<file path="config.mk">
export PLATFORM = sky130hd
export DESIGN_NAME = mux2x1_arbiter_flat
export DESIGN_NICKNAME = d
export VERILOG_FILES = /design/src/rtl/mux2x1_arbiter_if.sv /design/src/rtl/mux2x1_arbiter.sv /design/src/flat_wrapper.sv
export SDC_FILE = /design/constraint.sdc
export NUM_CORES = 1
export LEC_CHECK = 0
export CORE_MARGIN = 4
export CORE_UTILIZATION = 35
export DETAILED_ROUTE_END_ITERATION = 12
export PLACE_DENSITY = 0.74
export SLEW_MARGIN = 20
export SYNTH_ARGS = -nofsm -noshare
export SYNTH_HDL_FRONTEND = slang
export SYNTH_SLANG_ARGS = --single-unit
</file>
<file path="constraint.sdc">
create_clock -name clk -period 1.5 [get_ports clk]
set_input_delay 0.375 -clock clk [delete_from_list [all_inputs] [get_ports clk]]
set_output_delay 0.375 -clock clk [all_outputs]
set_load 0.005 [all_outputs]
</file>
<file path="src/rtl/mux2x1_arbiter_if.sv">
`default_nettype none
//------------------------------------------------------------------------------
// Module      : mux2x1_arbiter_if
// Description : Bundles requester, output-buffer and counter signals of the
//               two-input arbiter.
// Revision    : 1.0 - initial release
//------------------------------------------------------------------------------
interface mux2x1_arbiter_if #(
    parameter int WIDTH = 8,
    parameter int CNT_W = 8
);
    logic             req0;
    logic [WIDTH-1:0] a0;
    logic             req1;
    logic [WIDTH-1:0] a1;
    logic             gnt0;
    logic             gnt1;
    logic             s;
    logic [WIDTH-1:0] y;
    logic             y_valid;
    logic             y_rdy;
    logic [CNT_W-1:0] cnt0;
    logic [CNT_W-1:0] cnt1;

    // Environment side: producers and consumer.
    modport master (
        output req0, a0, req1, a1, y_rdy,
        input  gnt0, gnt1, s, y, y_valid, cnt0, cnt1
    );

    // Arbiter side.
    modport slave (
        input  req0, a0, req1, a1, y_rdy,
        output gnt0, gnt1, s, y, y_valid, cnt0, cnt1
    );
endinterface
`default_nettype wire

</file>
<file path="src/rtl/mux2x1_arbiter.sv">
`default_nettype none
//------------------------------------------------------------------------------
// Module      : mux2x1_arbiter
// Description : Two-requester arbiter feeding a one-entry output register via a
//               shared 2:1 mux. Define MUX_ARB_ROUND_ROBIN_EN for round-robin
//               tie-break; otherwise requester 0 has fixed priority.
// Revision    : 1.0 - initial release
//------------------------------------------------------------------------------
module mux2x1_arbiter #(
    parameter int WIDTH = 8,
    parameter int CNT_W = 8
) (
    input  wire logic         clk,
    input  wire logic         clrn,
    mux2x1_arbiter_if.slave   bus
);

    typedef enum logic [0:0] {
        ST_EMPTY = 1'b0,
        ST_FULL  = 1'b1
    } state_t;

    localparam logic [CNT_W-1:0] C_CNT_MAX = '1;

    state_t           r_state;
    state_t           w_state_nxt;
    logic             r_last;
    logic [WIDTH-1:0] r_y;
    logic [CNT_W-1:0] r_cnt0;
    logic [CNT_W-1:0] r_cnt1;

    logic             w_can_load;
    logic             w_any_req;
    logic             w_winner;
    logic             w_s;
    logic             w_gnt0;
    logic             w_gnt1;
    logic             w_grant;
    logic [WIDTH-1:0] w_mux;

    assign w_can_load = (r_state == ST_EMPTY) || bus.y_rdy;
    assign w_any_req  = bus.req0 || bus.req1;

    always_comb begin
        w_winner = 1'b0;
        if (bus.req0 && bus.req1) begin
`ifdef MUX_ARB_ROUND_ROBIN_EN
            w_winner = ~r_last;
`else
            w_winner = 1'b0;
`endif
        end else if (bus.req1) begin
            w_winner = 1'b1;
        end
    end

    // Select parks on the last grantee when idle so the mux does not toggle.
    assign w_s     = w_any_req ? w_winner : r_last;
    assign w_gnt0  = w_can_load && !w_winner && bus.req0;
    assign w_gnt1  = w_can_load &&  w_winner && bus.req1;
    assign w_grant = w_gnt0 || w_gnt1;
    assign w_mux   = w_s ? bus.a1 : bus.a0;

    always_ff @(posedge clk or negedge clrn) begin
        if (!clrn) begin
            r_state <= ST_EMPTY;
        end else begin
            r_state <= w_state_nxt;
        end
    end

    always_comb begin
        w_state_nxt = r_state;
        case (r_state)
            ST_EMPTY: begin
                if (w_grant) begin
                    w_state_nxt = ST_FULL;
                end
            end
            ST_FULL: begin
                if (!w_grant && bus.y_rdy) begin
                    w_state_nxt = ST_EMPTY;
                end
            end
            default: w_state_nxt = ST_EMPTY;
        endcase
    end

    always_ff @(posedge clk or negedge clrn) begin
        if (!clrn) begin
            r_y    <= '0;
            r_last <= 1'b1;
        end else if (w_grant) begin
            r_y    <= w_mux;
            r_last <= w_winner;
        end
    end

    always_ff @(posedge clk or negedge clrn) begin
        if (!clrn) begin
            r_cnt0 <= '0;
            r_cnt1 <= '0;
        end else begin
            if (w_gnt0 && (r_cnt0 != C_CNT_MAX)) begin
                r_cnt0 <= r_cnt0 + 1'b1;
            end
            if (w_gnt1 && (r_cnt1 != C_CNT_MAX)) begin
                r_cnt1 <= r_cnt1 + 1'b1;
            end
        end
    end

    assign bus.gnt0    = w_gnt0;
    assign bus.gnt1    = w_gnt1;
    assign bus.s       = w_s;
    assign bus.y       = r_y;
    assign bus.y_valid = (r_state == ST_FULL);
    assign bus.cnt0    = r_cnt0;
    assign bus.cnt1    = r_cnt1;

endmodule
`default_nettype wire

</file>
<file path="src/flat_wrapper.sv">
// flat-port wrapper written by rule: the top's interface ports become plain ports
module mux2x1_arbiter_flat 
#(
    parameter int WIDTH = 8,
    parameter int CNT_W = 8
)
  (clk, clrn, bus_req0, bus_a0, bus_req1, bus_a1, bus_y_rdy, bus_gnt0, bus_gnt1, bus_s, bus_y, bus_y_valid, bus_cnt0, bus_cnt1);
  mux2x1_arbiter_if #(.WIDTH(WIDTH), .CNT_W(CNT_W)) bus_i ();
  input  wire logic clk;
  input  wire logic clrn;
  input wire logic [$bits(bus_i.req0)-1:0] bus_req0;
  input wire logic [$bits(bus_i.a0)-1:0] bus_a0;
  input wire logic [$bits(bus_i.req1)-1:0] bus_req1;
  input wire logic [$bits(bus_i.a1)-1:0] bus_a1;
  input wire logic [$bits(bus_i.y_rdy)-1:0] bus_y_rdy;
  output wire logic [$bits(bus_i.gnt0)-1:0] bus_gnt0;
  output wire logic [$bits(bus_i.gnt1)-1:0] bus_gnt1;
  output wire logic [$bits(bus_i.s)-1:0] bus_s;
  output wire logic [$bits(bus_i.y)-1:0] bus_y;
  output wire logic [$bits(bus_i.y_valid)-1:0] bus_y_valid;
  output wire logic [$bits(bus_i.cnt0)-1:0] bus_cnt0;
  output wire logic [$bits(bus_i.cnt1)-1:0] bus_cnt1;
  assign bus_i.req0 = bus_req0;
  assign bus_i.a0 = bus_a0;
  assign bus_i.req1 = bus_req1;
  assign bus_i.a1 = bus_a1;
  assign bus_i.y_rdy = bus_y_rdy;
  assign bus_gnt0 = bus_i.gnt0;
  assign bus_gnt1 = bus_i.gnt1;
  assign bus_s = bus_i.s;
  assign bus_y = bus_i.y;
  assign bus_y_valid = bus_i.y_valid;
  assign bus_cnt0 = bus_i.cnt0;
  assign bus_cnt1 = bus_i.cnt1;
  mux2x1_arbiter #(.WIDTH(WIDTH), .CNT_W(CNT_W)) u_core (.clk(clk), .clrn(clrn), .bus(bus_i));
endmodule
</file>
==> results of run 1 <==
==> worst register-to-register path: cells and delay by family, from the launching register on <==
| kind | cells | cell delay [ps] |
|---|---|---|
| simple gates | 2 | 210 |
| mux | 1 | 330 |
| flops | 1 | 350 |
| fa+ha+maj | 1 | 140 |
| buf+inv | 2 | 290 |
==> worst max path at each step <==
| stage | cells past startpoint | endpoint | slack (ps) | start |
|---|---|---|---|---|
| 2_1_floorplan | 4 | u_core.bus.cnt1[1] | 40 | u_core.bus.cnt1[0] |
| 3_3_place_gp | 5 | bus_gnt1 | -510 | bus_y_rdy |
| 3_5_place_dp | 5 | bus_gnt1 | -530 | bus_y_rdy |
| 4_1_cts | 5 | bus_gnt1 | -30 | u_core.bus.y_valid |
| 5_1_grt | 4 | bus_gnt1 | 8 | u_core.bus.y_valid |
| 6_report | 3 | bus_y_valid | 60 | u_core.bus.y_valid |
==> cell type report <==
class	count	share of cell area [%]
timing repair buffer	81	32.6
multi-input combinational	88	31.3
sequential	26	30.0
tap	48	2.73
clock buffer	4	2.05
inverter	7	1.42
==> metrics by stage <==
| stage | instance area [um2] | instances | hold WS [ps] | setup TNS (ps) | util (%) |
|---|---|---|---|---|---|
| finish | 2200 | 254 | 452 | 0 | 60.0 |
| floorplan | 1320 | 123 | 79.4 | 0 | - |
| global placement | 2010 | 235 | 449 | -6510 | 54.8 |
| global route | 2200 | 254 | 471 | 0 | 60.0 |
| detailed placement | 2010 | 235 | 461 | -7600 | 54.8 |
| CTS | 2170 | 255 | 453 | -28.6 | 59.3 |
==> routing by layer <==
metal  share of wire, %  up-vias  global-route usage [%]
met5                  0        -                       0
met4                  0        0                    1.95
met3                4.3        0                    3.19
met2                 56       31                    27.2
met1                 40      608                    15.9
li1                   -      592                       -
==> cells in the final DEF (no fill, tap or decap), drive strengths merged, types with 4 or more instances in the layout <==
cell type      instances
nand2                 13
o21ai                  4
nand3                  7
clkbuf                 4
dfrtp                 25
buf                   37
clkdlybuf4s50         17
nor3                   6
dlygate4sd2           23
a21oi                 10
inv                    6
nor2                  14
mux2i                  9
mux2                   8
==> sequential cells by signal (all words and copies together) (netlist names) <==
register / count
u_core.bus.cnt0: 8
u_core.bus.cnt1: 8
u_core.bus.y: 8
u_core.bus.y_valid: 1
u_core.r_last: 1
==> logic make-up after synthesis <==
logic type	share of synthesized area, %
XOR/XNOR	3.32
adder cells (fa/ha/maj)	1.90
flip-flops	49.4
AND/OR/NAND/NOR	19.6
AO/OA/AOI/OAI	8.72
multiplexers	13.9
buffers and inverters	3.13
==> where the power goes <==
| part | internal (mW) | leakage [nW] | switching, mW |
|---|---|---|---|
| logic | 0.680 | 0.760 | 0.509 |
| clock network | 0.190 | 0.0228 | 0.209 |
| registers | 0.893 | 0.308 | 0.110 |
| total | 1.76 | 1.09 | 0.828 |
==> timing repair <==
action | in CTS | in global routing
setup endpoints to repair | 36 | 13
setup buffers | 16 | 0
pin swaps | 1 | 1
gates resized for setup | 56 | 8
hold buffers | 0 | 0
==> parameters.txt, run 1 <==
Parameter                              Value

Worst setup path
  Category of the worst setup path capture point ... output pin
  Depth of the worst register-to-register path ... 6
  WP buf/inv ... 3
  Slowest-stage cell, CP ... dfrtp_1
  Max Fanout on Critical Path ... 2
  Capture instance of the worst register-to-register path ... u_core.bus.cnt1[4]
  Cell class contributing the biggest share of worst-path delay ... flip-flops
  Top cell by count, worst path ... buf_4
  Arr. time, crit path ... 1060 ps
  Launch point of the worst reg-to-reg path ... u_core.bus.cnt1[0]
  WP data required ... 1120 ps
  Worst reg2reg setup slack ... ~80 ps
  List of cells traversed by the critical path ... buf_4 > buf_4 > buf_4
  Kind of critical path ... register to output pin
  Element type at the critical path start ... register
  Slowest stage delay, CP ... slightly above 400 ps

Yosys
  Library cell with the largest summed area after synthesis ... dfrtp_1
  Dominant cell by count in the synthesized netlist ... dfrtp_1
  Sequential-to-total area share from yosys stat ... 49.4%
  Dominant register cell in the synthesized netlist ... dfrtp_1
  Post-synthesis net count ... 146
  Most area-consuming cells after synthesis ... dfrtp_1, mux2i_1, mux2_1, nor2_1, a21oi_1
  Warnings from Yosys ... 0
  Count of cell types in the netlist ... 31
  FFs w/ async S/R, synth ... 100%
  Post-synth design cell area ... 1320 um2
  Gate Count Post-Synth ... around 120
  Average instance area after synthesis ... approximately 11 um2
  Number of register bits inferred by synthesis ... 26
  EDFF count, synth ... 0
  Cell types with the highest counts after synthesis ... dfrtp_1, nor2_1, nand2_1, a21oi_1, mux2i_1
  Fraction of post-synthesis cell area in the top cell type by area ... around 47%

Floorplan
  Vert. Die Dim ... between 60 and 70 um
  Die Wd ... 69.4 um
  Top-Level Pins ... 49
  Initial standard-cell utilization of the core ... a little over a third
  Full die area ... 4820 um2
  Cell row count ... 22
  Core footprint ... between 3000 and 4000 um2

STA
  Setup repair after global routing missed its margin ... no
  Relative slew margins ... 83.0%
  Transition time at the pin with the least slew margin ... ~260 ps
  Final Hold Fails ... 0
  Setup violation total in the final timing report ... 0
  Final Skew ... 2.09 ps
  Final Cycle Share ... between 90% and 100%
  Worst setup slack after layout ... approximately 63 ps
  Period minus WS final ... between 1000 and 1500 ps
  Max-slew violation total from the final report ... 0
  Fmax ... approximately 700 MHz

Placement
  Routability-driven placement congestion ratio ... 0.766
  DP Wirelength ... roughly 2500 um
  Number of port buffers ... between 40 and 50
  Worst slack after detailed placement ... -531 ps

Clock network
  Maximum buffer depth of the clock tree ... 2
  Buffer type at the clock tree root ... clkbuf_8
  Later-pin clock latency in the skew report ... 260 ps
  TritonCTS sink count ... 26
  # H-tree levels ... 1
  Number of buffers created by CTS ... 3
  Clock transition at path regs ... approximately 80 ps
  Clock tree from TritonCTS ... yes

Finish
  Share of post-route cells with drive strength above 1 ... about a third
  Fill count ... 322
  Multi-input logic area ... roughly 700 um2
  Area Growth Syn to Fin ... 66.4%
  Final layout net count ... 230
  Number of antenna repair diodes ... 0
  Area taken by flip-flops and latches ... 658 um2

Detailed routing
  Detailed Routing Iterations Pass 1 ... 4
  Count of nets left with antenna violations after detail routing ... 0
  Number of DRC violations after detailed-routing iteration 0 ... 39
  Residual DRC ... 0
  Final wirelength ... around 3300 um
  Total via count after detailed routing ... 1231
  Average wire length per cell after detail routing ... 13.0 um
  Avg Vias per Cell ... around 4.8

Global routing
  Initial antenna violation count ... 0
  Pin count of the biggest net entering global routing ... 27
  Wire length of the first global-routing pass ... about 5700 um
  Number of global-route vias before repair ... approximately 1400
  GR Overflow Total ... 0
  Total track usage ... between 10% and 20%

Power
  PwrDens ... around 1200 nW/um2
  Overall Power ... roughly 2.6 mW
  Leakage power ... between 1 and 1.5 nW
  Worst vdd rail ir drop ... between 900 and 1000 uV

Worst hold path
  Path type of the worst min-delay path ... primary input to asynchronous set/reset pin

Job
  Max_cap viols ... 0

Outcome
  Run status ... finished clean
No activity file was read; power rests on OpenSTA's default activity.
==> inputs of run 2 (changes only) <==
--- a/config.mk
+++ b/config.mk
@@ -5,10 +5,12 @@
 export SDC_FILE = /design/constraint.sdc
 export NUM_CORES = 1
 export LEC_CHECK = 0
+export CAP_MARGIN = 20
 export CORE_MARGIN = 4
 export CORE_UTILIZATION = 35
 export DETAILED_ROUTE_END_ITERATION = 12
 export PLACE_DENSITY = 0.74
+export RECOVER_POWER = 25
 export SLEW_MARGIN = 20
 export SYNTH_ARGS = -nofsm -noshare
 export SYNTH_HDL_FRONTEND = slang
==> parameters.txt, run 2 (synthesis results as in run 1) <==
Parameter                              Value

Outcome
  Run status ... finished clean

Floorplan
  Vert. Die Dim ... ~70 um
  Core footprint ... 3660 um2
  Top-Level Pins ... ~50
  Initial standard-cell utilization of the core ... a little over a third
  Die Wd ... 69.4 um
  Cell row count ... 22
  Full die area ... 4820 um2

Detailed routing
  Final wirelength ... ~3300 um
  Count of nets left with antenna violations after detail routing ... 0
  Met3 Wirelength ... 141 um
  WL met1 ... 1310 um
  Highest metal layer with signal wires ... met3
  Total via count after detailed routing ... 1232
  Residual DRC ... 0
  Metal2 WL ... between 1500 and 2000 um
  Number of DRC violations after detailed-routing iteration 0 ... 39
  Average wire length per cell after detail routing ... roughly 13 um
  Detailed Routing Iterations Pass 1 ... 4
  Avg Vias per Cell ... about 4.9

Worst setup path
  Max Fanout on Critical Path ... 2
  Kind of critical path ... register to output pin
  Category of the worst setup path capture point ... output pin
  Element type at the critical path start ... register
  Arr. time, crit path ... approximately 1100 ps
  WP data required ... around 1100 ps
  Worst reg2reg setup slack ... approximately 80 ps

Finish
  Finished Layout Cells ... between 200 and 300
  Most common cell after layout, fill and taps aside ... buf_4
  Final layout net count ... between 200 and 250
  Top library cells by usage in the layout, fill and taps aside ... buf_4, dlygate4sd2_1, dfrtp_1
  Final core utilization ... between 50% and 60%
  Area Growth Syn to Fin ... 65.3%
  Share of post-route cells with drive strength above 1 ... ~34%
  Final Instance Area ... 2180 um2
  Number of antenna repair diodes ... 0

STA
  Final Cycle Share ... about 96%
  Final Hold Fails ... 0
  Final Skew ... between 2 and 2.5 ps
  Setup violation total in the final timing report ... 0
  Period minus WS final ... 1440 ps
  Setup repair after global routing missed its margin ... no
  Relative slew margins ... a little under three fifths
  Max-slew violation total from the final report ... 0
  Minimum hold slack ... around 470 ps
  Fmax ... just under 700 MHz
  Final sum of negative setup slack ... 0 ps
  Transition time at the pin with the least slew margin ... roughly 640 ps

Global routing
  GR Overflow Total ... 0
  Number of global-route vias before repair ... 1352
  Wire length of the first global-routing pass ... around 5700 um
  Pin count of the biggest net entering global routing ... 27
  Initial antenna violation count ... 0
  Total track usage ... 14.1%

Clock network
  Maximum buffer depth of the clock tree ... 2
  Clock tree from TritonCTS ... yes
  Later-pin clock latency in the skew report ... between 200 and 300 ps
  Clock transition at path regs ... 80 ps
  Number of buffers created by CTS ... 3
  TritonCTS sink count ... 26
  Buffer type at the clock tree root ... clkbuf_8
  # H-tree levels ... 1

Power
  Leakage power ... 1.09 nW
  PwrDens ... between 1000 and 1500 nW/um2
  Worst vdd rail ir drop ... 934 uV

Placement
  Routability-driven placement congestion ratio ... roughly 0.77
  Number of port buffers ... 48
  DP Wirelength ... 2490 um
  Number of instances in the placed design ... ~240
  Placed cell areas ... between 2000 and 2500 um2

Job
  Max_cap viols ... 0

Worst hold path
  Path type of the worst min-delay path ... register to register
-- run 2: changes by cell type in the layout (fill, tap and decap cells not counted), sizes merged --
cell and delta:
buf -1, clkdlybuf4s50 -1, clkbuf +1, dlygate4sd3 +1
-- run 2: final timing paths --
kind,start,to,cells after the start
worst max-delay path,u_core.bus.y_valid,bus_y_valid,3
worst min-delay path,u_core.r_last,u_core.r_last,2
worst max register to register,u_core.bus.cnt1[0],u_core.bus.cnt1[4],6
worst min register to register,u_core.r_last,u_core.r_last,2
max in group asynchronous,clrn,u_core.bus.cnt0[3],2
min in group asynchronous,clrn,u_core.bus.y[6],2
-- run 2: power breakdown --
group / switching (mW) / leakage [nW] / internal [mW]
registers: 0.110 / 0.308 / 0.893
logic: 0.509 / 0.755 / 0.675
clock network: 0.209 / 0.0228 / 0.190
total: 0.827 / 1.09 / 1.76
-- run 2: final cells by class --
cell class                      instances  area (um2)
Timing Repair Buffer                   81         701
Clock buffer                            4        45.0
Multi-Input combinational cell         88         687
Tap cell                               48        60.1
Inverter                                7        31.3
Fill cell                             324        1480
Sequential cell                        26         658
-- run 2: stage by stage --
stage / total power [mW] / worst slack (ps)
floorplan: 1.44 / 35.7
global placement: 2.05 / -510
detailed placement: 2.08 / -531
CTS: 2.56 / -28.6
global route: 2.77 / 7.62
finish: 2.58 / 63.4
-- run 2: what timing repair did --
| action | in CTS | in global routing |
|---|---|---|
| pin swaps | 1 | 1 |
| cloned | 0 | 0 |
| endpoints found under the setup margin | 36 | 13 |
| gates resized for setup | 56 | 8 |
| buffers inserted | 16 | 0 |
| hold endpoints to repair | 0 | 0 |
| hold buffers | 0 | 0 |
-- run 2: routing by layer --
layer | track usage, % | up-vias
li1 | - | 592
met1 | 15.9 | 609
met2 | 27.2 | 31
met3 | 3.19 | 0
met4 | 1.95 | 0
met5 | 0 | -
-- run 2: worst max-delay path: stages (launching register included) --
cell	delay, ps
dfrtp_1	410
buf_4	150
buf_4	120
buf_4	120
